==> config.mk <==
export PLATFORM = sky130hd
export DESIGN_NAME = fltr_multi_ch
export DESIGN_NICKNAME = d
export VERILOG_FILES = /design/src/rtl/fltr_multi_ch.sv
export SDC_FILE = /design/constraint.sdc
export NUM_CORES = 1
export LEC_CHECK = 0
export CAP_MARGIN = 40
export CORE_MARGIN = 4
export CORE_UTILIZATION = 54
export DETAILED_ROUTE_END_ITERATION = 16
export MAX_ROUTING_LAYER = met4
export PLACE_DENSITY = 0.86
export SYNTH_ARGS = -nofsm -noshare
export SYNTH_HDL_FRONTEND = slang
export SYNTH_SLANG_ARGS = --single-unit
==> constraint.sdc <==
create_clock -name clk -period 2 [get_ports clk]
set_clock_uncertainty 0.15 [all_clocks]
set_input_delay 0.4 -clock clk [delete_from_list [all_inputs] [get_ports clk]]
set_output_delay 0.4 -clock clk [all_outputs]
set_load 0.03 [all_outputs]
==> src/rtl/fltr_multi_ch.sv <==
// Multi-channel glitch filter with runtime-programmable threshold.
// Each of CH 1-bit inputs drives a filtered output that only changes after the input
// disagrees with it for thr consecutive samples; one-cycle rise/fall strobes per channel.
// Optional feature: define FLTR_GLITCH_CNT_EN to build per-channel saturating counters of
// aborted runs (adds glitch_clr / glitch_cnt ports).
module fltr_multi_ch #(
    parameter int unsigned  CH    = 8,
    parameter int unsigned  N     = 3,
    parameter int unsigned  N_MAX = 15,
    parameter bit           INIT  = 1'b0,
    parameter int unsigned  GW    = 8,
    localparam int unsigned TW    = $clog2(N_MAX + 1)
) (
    input  logic          clk,
    input  logic          reset_n,
    input  logic [CH-1:0] in,
    input  logic          cfg_we,
    input  logic [TW-1:0] cfg_thr,
    output logic [TW-1:0] thr_o,
    output logic [CH-1:0] out,
    output logic [CH-1:0] rise,
    output logic [CH-1:0] fall
`ifdef FLTR_GLITCH_CNT_EN
    ,
    input  logic             glitch_clr,
    output logic [CH*GW-1:0] glitch_cnt
`endif
);

    logic [TW-1:0] thr_q, thr_d, thr_clamp;
    logic [TW-1:0] cnt_q [CH];
    logic [TW-1:0] cnt_d [CH];
    logic [CH-1:0] out_q, out_d;
    logic [CH-1:0] rise_q, rise_d;
    logic [CH-1:0] fall_q, fall_d;

    // Clamp a requested threshold into the legal range 1..N_MAX.
    always_comb begin
        thr_clamp = cfg_thr;
        if (cfg_thr == '0) begin
            thr_clamp = TW'(1);
        end else if (32'(cfg_thr) > N_MAX) begin
            thr_clamp = TW'(N_MAX);
        end
    end

    // Per-channel run counting; a config write clears all runs and suppresses toggles.
    always_comb begin
        thr_d  = thr_q;
        out_d  = out_q;
        rise_d = '0;
        fall_d = '0;
        for (int i = 0; i < CH; i++) begin
            cnt_d[i] = '0;
        end
        if (cfg_we) begin
            thr_d = thr_clamp;
        end
        for (int i = 0; i < CH; i++) begin
            if (!cfg_we && (in[i] != out_q[i])) begin
                if ((cnt_q[i] + TW'(1)) == thr_q) begin
                    out_d[i]  = in[i];
                    rise_d[i] = in[i];
                    fall_d[i] = ~in[i];
                end else begin
                    cnt_d[i] = cnt_q[i] + TW'(1);
                end
            end
        end
    end

    // State registers; synchronous active-low reset has priority over everything.
    always_ff @(posedge clk) begin
        if (!reset_n) begin
            thr_q  <= TW'(N);
            out_q  <= {CH{INIT}};
            rise_q <= '0;
            fall_q <= '0;
            for (int i = 0; i < CH; i++) begin
                cnt_q[i] <= '0;
            end
        end else begin
            thr_q  <= thr_d;
            out_q  <= out_d;
            rise_q <= rise_d;
            fall_q <= fall_d;
            for (int i = 0; i < CH; i++) begin
                cnt_q[i] <= cnt_d[i];
            end
        end
    end

    assign thr_o = thr_q;
    assign out   = out_q;
    assign rise  = rise_q;
    assign fall  = fall_q;

`ifdef FLTR_GLITCH_CNT_EN
    logic [GW-1:0] glitch_q [CH];
    logic [GW-1:0] glitch_d [CH];

    // Count aborted runs (partial run ended by input returning to out); clear wins.
    always_comb begin
        for (int i = 0; i < CH; i++) begin
            glitch_d[i] = glitch_q[i];
            if (glitch_clr) begin
                glitch_d[i] = '0;
            end else if (!cfg_we && (in[i] == out_q[i]) && (cnt_q[i] != '0) &&
                         (glitch_q[i] != '1)) begin
                glitch_d[i] = glitch_q[i] + GW'(1);
            end
        end
    end

    // Glitch counter registers.
    always_ff @(posedge clk) begin
        for (int i = 0; i < CH; i++) begin
            if (!reset_n) begin
                glitch_q[i] <= '0;
            end else begin
                glitch_q[i] <= glitch_d[i];
            end
        end
    end

    // Flatten counters onto the output bus, channel i at [i*GW +: GW].
    always_comb begin
        glitch_cnt = '0;
        for (int i = 0; i < CH; i++) begin
            glitch_cnt[i*GW +: GW] = glitch_q[i];
        end
    end
`endif

endmodule

==> flow_metrics.env, run 1 <==
export IMPL_p_sw_mw=0.7073
export IMPL_cts_hold_buf=0
export IMPL_final_setup_viol_count=0
export IMPL_holdPathStages=1
export IMPL_vias_per_cell=5.398
export IMPL_worst_path_max_fanout=3
export IMPL_met2_wire_length_um=3022
export IMPL_drive_gt1_share_pct=13.35
export IMPL_met3_routed_wl_um=373
export IMPL_antenna_violations_before_repair=0
export IMPL_reg2regPathDepth=5
export IMPL_route_vias_total=2197
export IMPL_power_frac_comb_pct=14.6
export IMPL_critical_path_n_buffers_inverters=1
export IMPL_timing_setup_tns_ns=0
export IMPL_synth_ff_latch_count=60
export IMPL_compound_gate_fraction_of_synth_area_pct=8.355
export IMPL_layout_area_overhead_vs_synth_pct=25.32
export IMPL_synth_top_area_cell="sky130_fd_sc_hd__dfxtp_1"
export IMPL_grt_pass1_vias=2188
export IMPL_die_height_um=81.16
export IMPL_min_from="cnt_q[0][4]"
export IMPL_synth_cell_area_um2=2890
export IMPL_syn_area_per_cell_um2=10.36
export IMPL_wl_per_cell_um=15.20
export IMPL_worstPathRequired_ns=1.45
export IMPL_die_width_um=81.16
export IMPL_worst_setup_path_type="reg -> out"
export IMPL_io_pins=43
export IMPL_p_clk_share_pct=38.2
export IMPL_critical_path_startpoint_type="register"
export IMPL_grt_start_max_net_pins=21
export IMPL_final_nets=355
export IMPL_post_route_period_util_pct=98.69
export IMPL_worstPathCellList="clkdlybuf4s50_1"
export IMPL_peak_supply_drop_mv=0.4058
export IMPL_initial_core_util_pct=56.23
export IMPL_timing_max_slew_rel_slack_pct=69.70
export IMPL_maxClockFrequency_mhz=506.6
export IMPL_cts_path_max_buffers=2
export IMPL_crit_reg2reg_capture="fall[3]"
export IMPL_cp_end_kind="output pin"
export IMPL_first_drt_iteration_drcs=101
export IMPL_slowest_cell_on_crit_path="sky130_fd_sc_hd__clkdlybuf4s50_1"
export IMPL_wl_um=6188
export IMPL_top_layer="met4"
export IMPL_synth_cells=279
export IMPL_met1_length_um=2675
export IMPL_synth_top_cells_by_area="sky130_fd_sc_hd__dfxtp_1, sky130_fd_sc_hd__xnor2_1, sky130_fd_sc_hd__xor2_1"
export IMPL_yosys_area_share_simple_pct=18.14
export IMPL_total_power_mw=2.657
export IMPL_pwr_density_cell_nw_per_um2=733.6
export IMPL_core_region_area_um2=5140
export IMPL_detailed_place_hpwl_um=4300
export IMPL_antenna_diode_count=0
export IMPL_htreeDepth=3
export IMPL_synth_xor_xnor_area_share_pct=23.46
export IMPL_cts_num_sinks=60
export IMPL_regToRegStartpoint="thr_o[2]"
export IMPL_yosys_mux_area_fraction_pct=2.078
export IMPL_switching_share_pct=26.62
export IMPL_postSynthNetCount=302
export IMPL_maxCapViolCount=0
export IMPL_drt_pass1_iterations=4
export IMPL_timing_hold_worst_class="reg -> reg"
export IMPL_worst_stage_delay_on_the_critical_path_ns=0.69
export IMPL_cp_top_family="buffers and inverters"
export IMPL_rsz0062_at_grt="false"
export IMPL_io_buffer_count=42
export IMPL_layout_core_utilization_pct=70.47
export IMPL_pint_mw=1.950
export IMPL_final_max_slew_viol_count=0
export IMPL_worstHoldEndpoint="cnt_q[0][4]"
export IMPL_clockRootBuffer="sky130_fd_sc_hd__clkbuf_8"
export IMPL_sequential_area_share_after_synthesis_pct=41.56
export IMPL_critPathArrivalTime_ns=1.42
export IMPL_gpl_final_weighted_congestion=0.8176
export IMPL_clock_transition_at_path_regs_ns=0.06
export IMPL_global_route_overflow_total=0
export IMPL_worst_slew_pin_transition_ns=0.4539
export IMPL_tritoncts_clock_tree="built"
export IMPL_cts_inserted_buffers=9
export IMPL_run_status="finished, final reports clean"
export IMPL_p_leak_nw=1.483
export IMPL_power_share_sequential_pct=47.2
export IMPL_final_hold_viol_count=0
export IMPL_fp_dieArea_um2=6587
export IMPL_synth_cell_types=33
export IMPL_timing_hold_ws_ns=0.3321
export IMPL_track_usage_pct=20.64
export IMPL_dominant_combinational_cell_family_by_area_after_synthesis="XOR/XNOR gates"
export IMPL_drtAntennaViolNets=0
export IMPL_synth_adder_area_share_pct=3.463
export IMPL_drt_drc_violations_left=0
export IMPL_synthDominantCellAreaShare_pct=41.56
export IMPL_finalCriticalPeriod_ns=1.974
export IMPL_yosys_warnings=0
export IMPL_worst_skew_pair_late_latency_ns=0.34
export IMPL_r2r_slack_ns=0.11
export IMPL_grt_first_pass_wirelength_um=10020
export IMPL_placement_rows=26
==> registers in the layout (all words and copies together), names as in the netlist <==
register  flops
out           8
rise          8
fall          8
cnt_q        32
thr_o         4
==> cell usage after synthesis <==
master                     number
sky130_fd_sc_hd__nor3_4         3
sky130_fd_sc_hd__a211oi_1      12
sky130_fd_sc_hd__nor4b_2        3
sky130_fd_sc_hd__nand3_1       10
sky130_fd_sc_hd__o21ai_1        6
sky130_fd_sc_hd__xnor3_1        5
sky130_fd_sc_hd__buf_4          2
sky130_fd_sc_hd__xnor2_1       37
sky130_fd_sc_hd__or2_4          3
sky130_fd_sc_hd__dfxtp_1       60
sky130_fd_sc_hd__o31ai_1        5
sky130_fd_sc_hd__a21oi_1        8
sky130_fd_sc_hd__nand2_1       20
sky130_fd_sc_hd__nand2b_1       1
sky130_fd_sc_hd__nor2_1        19
sky130_fd_sc_hd__inv_1          8
sky130_fd_sc_hd__xor2_1        19
sky130_fd_sc_hd__buf_1          1
sky130_fd_sc_hd__buf_6          1
sky130_fd_sc_hd__nor3_1         4
sky130_fd_sc_hd__nand3_2        6
sky130_fd_sc_hd__nor3b_1        1
sky130_fd_sc_hd__and3_1         5
sky130_fd_sc_hd__clkbuf_1       4
sky130_fd_sc_hd__nor4bb_1       2
sky130_fd_sc_hd__xor3_2         3
sky130_fd_sc_hd__ha_1           8
sky130_fd_sc_hd__nor2b_1        3
sky130_fd_sc_hd__or2_1          2
sky130_fd_sc_hd__buf_2          2
sky130_fd_sc_hd__o311ai_1       5
sky130_fd_sc_hd__nor4_1         5
sky130_fd_sc_hd__mux2i_1        6
==> what timing repair did <==
item | in CTS | in global routing
buffers inserted | 0 | 0
hold endpoints to repair | 0 | 0
pin swaps | 0 | 1
endpoints found under the setup margin | 1 | 7
resized for setup | 1 | 6
gates cloned | 0 | 0
==> power by group through the flow <==
stage / Sequential, mW / Combinational (mW) / Clock [mW]
floorplan: 1.30 / 0.242 / 0
global placement: 1.28 / 0.370 / 0
detailed placement: 1.28 / 0.382 / 0
CTS: 1.25 / 0.385 / 1.01
global route: 1.26 / 0.419 / 1.08
finish: 1.25 / 0.389 / 1.02
==> cells in the final DEF (no fill, tap or decap), types with 4 or more instances in the layout <==
cell	instances
sky130_fd_sc_hd__buf_4	12
sky130_fd_sc_hd__o31ai_1	5
sky130_fd_sc_hd__ha_1	8
sky130_fd_sc_hd__clkdlybuf4s50_1	33
sky130_fd_sc_hd__dfxtp_1	60
sky130_fd_sc_hd__o21ai_1	6
sky130_fd_sc_hd__xor2_1	19
sky130_fd_sc_hd__nor2_1	19
sky130_fd_sc_hd__a211oi_1	12
sky130_fd_sc_hd__xnor2_1	37
sky130_fd_sc_hd__and3_1	5
sky130_fd_sc_hd__nor4_1	4
sky130_fd_sc_hd__inv_1	8
sky130_fd_sc_hd__xnor3_1	5
sky130_fd_sc_hd__nand3_2	6
sky130_fd_sc_hd__nand3_1	10
sky130_fd_sc_hd__mux2i_1	6
sky130_fd_sc_hd__dlymetal6s2s_1	5
sky130_fd_sc_hd__o311ai_1	5
sky130_fd_sc_hd__nor3_1	4
sky130_fd_sc_hd__a21oi_1	8
sky130_fd_sc_hd__nand2_1	20
sky130_fd_sc_hd__clkbuf_8	12
==> how the worst max path moves through the flow <==
stage,from,end,cells after the start
floorplan,thr_o[2],out[2],5
global placement,cfg_we,cnt_q[1][12],5
detailed placement,cfg_we,cnt_q[1][15],5
CTS,out[4],out[4],1
global route,out[1],out[1],1
finish,out[6],out[6],1
==> stage by stage <==
step                      cells  area [µm²]  worst slack (ns)
after detailed placement    391        3423          -0.02812
final                       407        3622           0.02613
after global placement      391        3423           0.03610
after global routing        407        3622          0.006130
after floorplan             279        2890            0.1148
after CTS                   407        3603           0.01574
==> layer usage <==
layer  track usage (%)  vias up
met5                 -        -
met4             9.291        0
met3             4.878       12
met2             32.59       60
met1             25.05     1045
li1                  -     1080
==> logic make-up after synthesis <==
logic type,Yosys count
xor gates and xnor gates,64
DFF,60
and+or+nand+nor,87
buffers and inverters,18
AOI/OAI and AO/OA,36
adders and majority gates,8
muxes,6
==> layout make-up <==
| type | instances | area (µm²) |
|---|---|---|
| clock buffers | 15 | 176.4 |
| multi-input cells | 201 | 1610 |
| fillers | 390 | 1518 |
| flip-flops and latches | 60 | 1201 |
| repair buffers | 52 | 511.7 |
| well taps | 70 | 87.58 |
| inverters | 8 | 30.03 |
| clock inverters | 1 | 5.005 |
No activity file was read; power rests on OpenSTA's default activity.
==> run 2, diff against run 1 <==
- GPL_ROUTABILITY_DRIVEN: unset -> 1
==> results of run 2 <==
The final DEF is identical to that of run 1; final timing and power are the same.
==> run 3, diff against run 2 <==
- CORE_UTILIZATION: 54 -> 55
- PLACE_DENSITY: 0.86 -> 0.87
- clock period: 2 -> 2.32 ns (I/O delays scaled with it)
==> flow_metrics.env, run 3 (same netlist as run 1, synthesis figures left out) <==
export IMPL_power_share_sequential_pct=43.3
export IMPL_final_hold_viol_count=0
export IMPL_clock_transition_at_path_regs_ns=0.06
export IMPL_fp_dieArea_um2=6479
export IMPL_drt_drc_violations_left=0
export IMPL_final_nets=352
export IMPL_drive_gt1_share_pct=12.57
export IMPL_timing_setup_tns_ns=0
export IMPL_maxClockFrequency_mhz=458.0
export IMPL_final_cell_mix="sky130_fd_sc_hd__dfxtp_1, sky130_fd_sc_hd__clkdlybuf4s50_1, sky130_fd_sc_hd__xnor2_1"
export IMPL_cp_top_family="buffers and inverters"
export IMPL_timing_final_ws_setup_ns=0.1366
export IMPL_critPathArrivalTime_ns=1.57
export IMPL_timing_hold_worst_class="reg -> reg"
export IMPL_slowest_cell_on_crit_path="sky130_fd_sc_hd__clkdlybuf4s50_1"
export IMPL_number_of_flip_flops_under_the_largest_register_name=32
export IMPL_pint_mw=1.890
export IMPL_wl_um=5989
export IMPL_vias_per_cell=5.443
export IMPL_post_route_period_util_pct=94.11
export IMPL_p_leak_nw=1.395
export IMPL_power_frac_comb_pct=13.2
export IMPL_worst_slew_pin_transition_ns=0.4184
export IMPL_dp_cells=388
export IMPL_first_drt_iteration_drcs=75
export IMPL_maxCapViolCount=0
export IMPL_finalCriticalPeriod_ns=2.183
export IMPL_global_route_overflow_total=0
export IMPL_die_width_um=80.49
export IMPL_cp_end_kind="output pin"
export IMPL_final_setup_viol_count=0
export IMPL_clockRootBuffer="sky130_fd_sc_hd__clkbuf_8"
export IMPL_switching_share_pct=24.05
export IMPL_worstPathCellList="clkdlybuf4s50_1"
export IMPL_cts_path_max_buffers=2
export IMPL_htreeDepth=3
export IMPL_timing_max_slew_rel_slack_pct=71.90
export IMPL_io_pins=43
export IMPL_antenna_violations_before_repair=0
export IMPL_peak_supply_drop_mv=0.3662
export IMPL_antenna_diode_count=0
export IMPL_core_region_area_um2=5107
export IMPL_critical_path_startpoint_type="register"
export IMPL_final_max_slew_viol_count=0
export IMPL_track_usage_pct=20.72
export IMPL_drt_pass1_iterations=4
export IMPL_cts_num_sinks=60
export IMPL_drtAntennaViolNets=0
export IMPL_layout_area_overhead_vs_synth_pct=25.67
export IMPL_worst_setup_path_type="reg -> out"
export IMPL_placement_rows=26
export IMPL_worstPathRequired_ns=1.71
export IMPL_detailed_place_hpwl_um=4256
export IMPL_route_vias_total=2199
export IMPL_tritoncts_clock_tree="built"
export IMPL_die_height_um=80.49
export IMPL_io_buffer_count=42
export IMPL_worst_skew_pair_late_latency_ns=0.34
export IMPL_post_layout_nonfiller_instances=404
export IMPL_initial_core_util_pct=56.59
export IMPL_wl_per_cell_um=14.82
export IMPL_grt_pass1_vias=2273
export IMPL_worst_stage_delay_on_the_critical_path_ns=0.74
export IMPL_p_clk_share_pct=43.5
export IMPL_critical_path_n_buffers_inverters=1
export IMPL_cts_hold_buf=0
export IMPL_worst_path_max_fanout=5
export IMPL_run_status="finished, final reports clean"
export IMPL_most_frequent_standard_cell_in_the_layout_excluding_fill_and_tap_cells="sky130_fd_sc_hd__dfxtp_1"
export IMPL_pwr_density_cell_nw_per_um2=685.2
export IMPL_post_cts_setup_buffers=0
export IMPL_grt_start_max_net_pins=22
export IMPL_post_place_ws_ns=0.1597
export IMPL_max_flop_register="cnt_q"
export IMPL_grt_first_pass_wirelength_um=9929
export IMPL_cts_inserted_buffers=9
export IMPL_gpl_final_weighted_congestion=0.8182
export IMPL_p_sw_mw=0.5985
export IMPL_rsz0062_at_grt="false"
export IMPL_layout_core_utilization_pct=71.12
-- run 3: changes by cell type in the layout (fill, tap and decap cells not counted), sizes merged --
cell | before | now
clkbuf | 15 | 12
clkdlybuf4s50 | 33 | 42
buf | 13 | 7
clkinv | 1 | 2
bufinv | 0 | 2
dlygate4sd2 | 1 | 0
dlymetal6s2s | 5 | 0
-- run 3: path summary, 6_finish.rpt --
check / from / end / slack, ns / depth (start not counted)
min: cnt_q[0][4] / cnt_q[0][4] / 0.32 / 1
min reg2reg: cnt_q[0][4] / cnt_q[0][4] / 0.32 / 1
max: thr_o[0] / thr_o[0] / 0.14 / 1
max reg2reg: cnt_q[0][8] / fall[2] / 0.43 / 5
-- run 3: cell type report --
type / count / area, µm²
well taps: 70 / 87.58
flip-flops and latches: 60 / 1202
clock buffers: 12 / 165.2
fillers: 361 / 1475
inverters: 8 / 30.03
repair buffers: 49 / 473.0
clock inverters: 4 / 70.07
multi-input cells: 201 / 1604
-- run 3: power groups by stage --
stage	logic (mW)	clock network [mW]	registers (mW)
floorplan	0.208	0	1.12
finish	0.328	1.08	1.08
global placement	0.314	0	1.10
global route	0.355	1.14	1.08
CTS	0.329	1.09	1.08
detailed placement	0.323	0	1.10
-- run 3: per-layer routing --
layer | GRT usage (%) | wire length [µm]
met1 | 21.96 | 2503
met2 | 35.68 | 3161
met3 | 5.830 | 213
met4 | 9.628 | 110
met5 | - | 0
-- run 3: what timing repair did --
| item | in CTS | in global routing |
|---|---|---|
| setup endpoints to repair | 1 | 0 |
| resized for setup | 1 | 0 |
| hold endpoints to repair | 0 | 0 |
-- run 3: stage by stage --
step	power, mW	area [µm²]	hold WS, ns
after floorplan	1.325	2890	0.2897
after CTS	2.500	3632	0.3264
final	2.489	3632	0.3203
after global placement	1.414	3396	0.3061
after detailed placement	1.425	3396	0.3113
after global routing	2.578	3632	0.3398
==> edit, RTL diff (settings of run 1) <==
The option `FLTR_GLITCH_CNT_EN` is turned on by a define.
--- a/src/rtl/fltr_multi_ch.sv
+++ b/src/rtl/fltr_multi_ch.sv
@@ -4,4 +4,6 @@
 // Optional feature: define FLTR_GLITCH_CNT_EN to build per-channel saturating counters of
 // aborted runs (adds glitch_clr / glitch_cnt ports).
+`define FLTR_GLITCH_CNT_EN
+
 module fltr_multi_ch #(
     parameter int unsigned  CH    = 8,
Ports: changed (added glitch_clr and glitch_cnt); port bits go from 43 to 108. The function was not compared with the original's and may differ.
==> edit against run 1 <==
The run now ends with setup timing left. Worst setup slack got worse by 0.091 ns. Sequential cell count is 64 higher. Area after synthesis is 120% higher. Total power rose by 140%. Wire length grew to 3.4 times the old value. Design area grew 150%. Combinational power rose by 49%. Hold slack better by 0.018 ns. Critical path type is now reg -> reg. Highest routed layer unchanged.
==> edit: results (changes against run 1) <==
outcome: "complete, but fails checks"
violations: "setup timing"
layout-drive-gt1-share_pct: 22.41  # +9.1 points
io_buffers: 107  # +150%
grt_max_degree: 26  # +24%
setup_viol_count_final: 1  # +1
setup_ws_ns: -0.06451  # -0.09064 ns
synth_common_cells: "dfxtp_1, nand2_1, a21oi_1"
p_leak_nw: 3.752  # +150%
clk_pin_slew_ns: 0.06  # about the same
worst_slew_pin_slew_ns: 0.5717  # +0.1178 ns
gp_congestion: 0.8606  # +5.3%
final_net_count: 897  # +150%
synthXorXnorAreaFrac_pct: 8.946  # -15 points
hold_depth: 2  # +1
fin_area_sq_mm: 0.008935  # +150%
numCtsBuffers: 17  # +8
h-tree-depth: 4  # +1
final_cells: 1013  # +150%
place_ws_ns: -0.4558  # -0.4276 ns
synth-compound-area-share_pct: 12.60  # +4.2 points
finalWirelength_um: 20790  # +240%
grt_pass1_wl_um: 30180  # +200%
rr_startpoint: "cnt_q[1][0]"
place_inst: 972  # +150%
drtPass1Iterations: 6  # +2
r2r_cells: 7  # +2
place_hpwl_um: 12540  # +190%
synthMuxAreaShare_pct: 2.077  # about the same
vdd_drop_max_mv: 0.6021  # +48%
fin_hold_ws_ns: 0.3497  # +0.01759 ns
seq_area_frac_synth_pct: 39.62  # -1.9 points
synth_nets: 738  # +140%
placed_area_sq_mm: 0.007890  # +130%
grt_pass1_vias: 6360  # +190%
crit_family: "simple AND/OR/NAND/NOR gates"
cp_data_arrival_time_ns: 2.20  # +0.78 ns
m1WireLength_um: 7490  # +180%
slowest_delay_ns: 0.37  # -0.32 ns
wl_met2_um: 10830  # +260%
synth_fa_ha_area_share_pct: 4.792  # +1.3 points
hold_end: "glitch_q[1][21]"
hp-start: "glitch_q[1][21]"
cp_max_fo: 5  # +2
syn_inst: 698  # +150%
n_fill_cell: 675  # +73%
met3_length_um: 1510  # +300%
slowest_stage: "or3_4"
crit_end: "glitch_q[1][3]"
synth_top_family_by_area: "simple AND/OR/NAND/NOR gates"
[edit: cell count changes after synthesis, moves of 25 or more]
cell	before	now
dfxtp_1	60	124
a21oi_1	8	39
nor3_1	4	34
nand2_1	20	49
clkbuf_1	4	31
nor3b_1	1	26
[edit: area by class of cell]
type                       count  area share [%]
tap                          143           2.003
multi-input combinational    507           44.28
clock buffer                  25           5.545
clock inverter                 7           1.232
sequential                   124           28.12
timing repair buffer         182           17.77
inverter                      25           1.050
[edit: timing repair]
item,CTS,global route
setup buffers,5,4
gates cloned,0,0
setup endpoints to repair,100,32
endpoints found under the hold margin,0,0
pin swaps,17,19
gates resized for setup,115,56
hold buffers,0,0
[edit: per-layer routing]
layer | vias up | GRT usage (%)
met4 | 0 | 16.24
met1 | 3060 | 30.27
met2 | 366 | 50.08
li1 | 2911 | -
met5 | - | -
met3 | 101 | 7.990
[edit: where the power goes]
group          switching [W]  leakage [nW]  internal [W]
Clock                0.00110         0.301       0.00208
Sequential         0.0000237          1.01       0.00250
Combinational       0.000337          2.44      0.000242
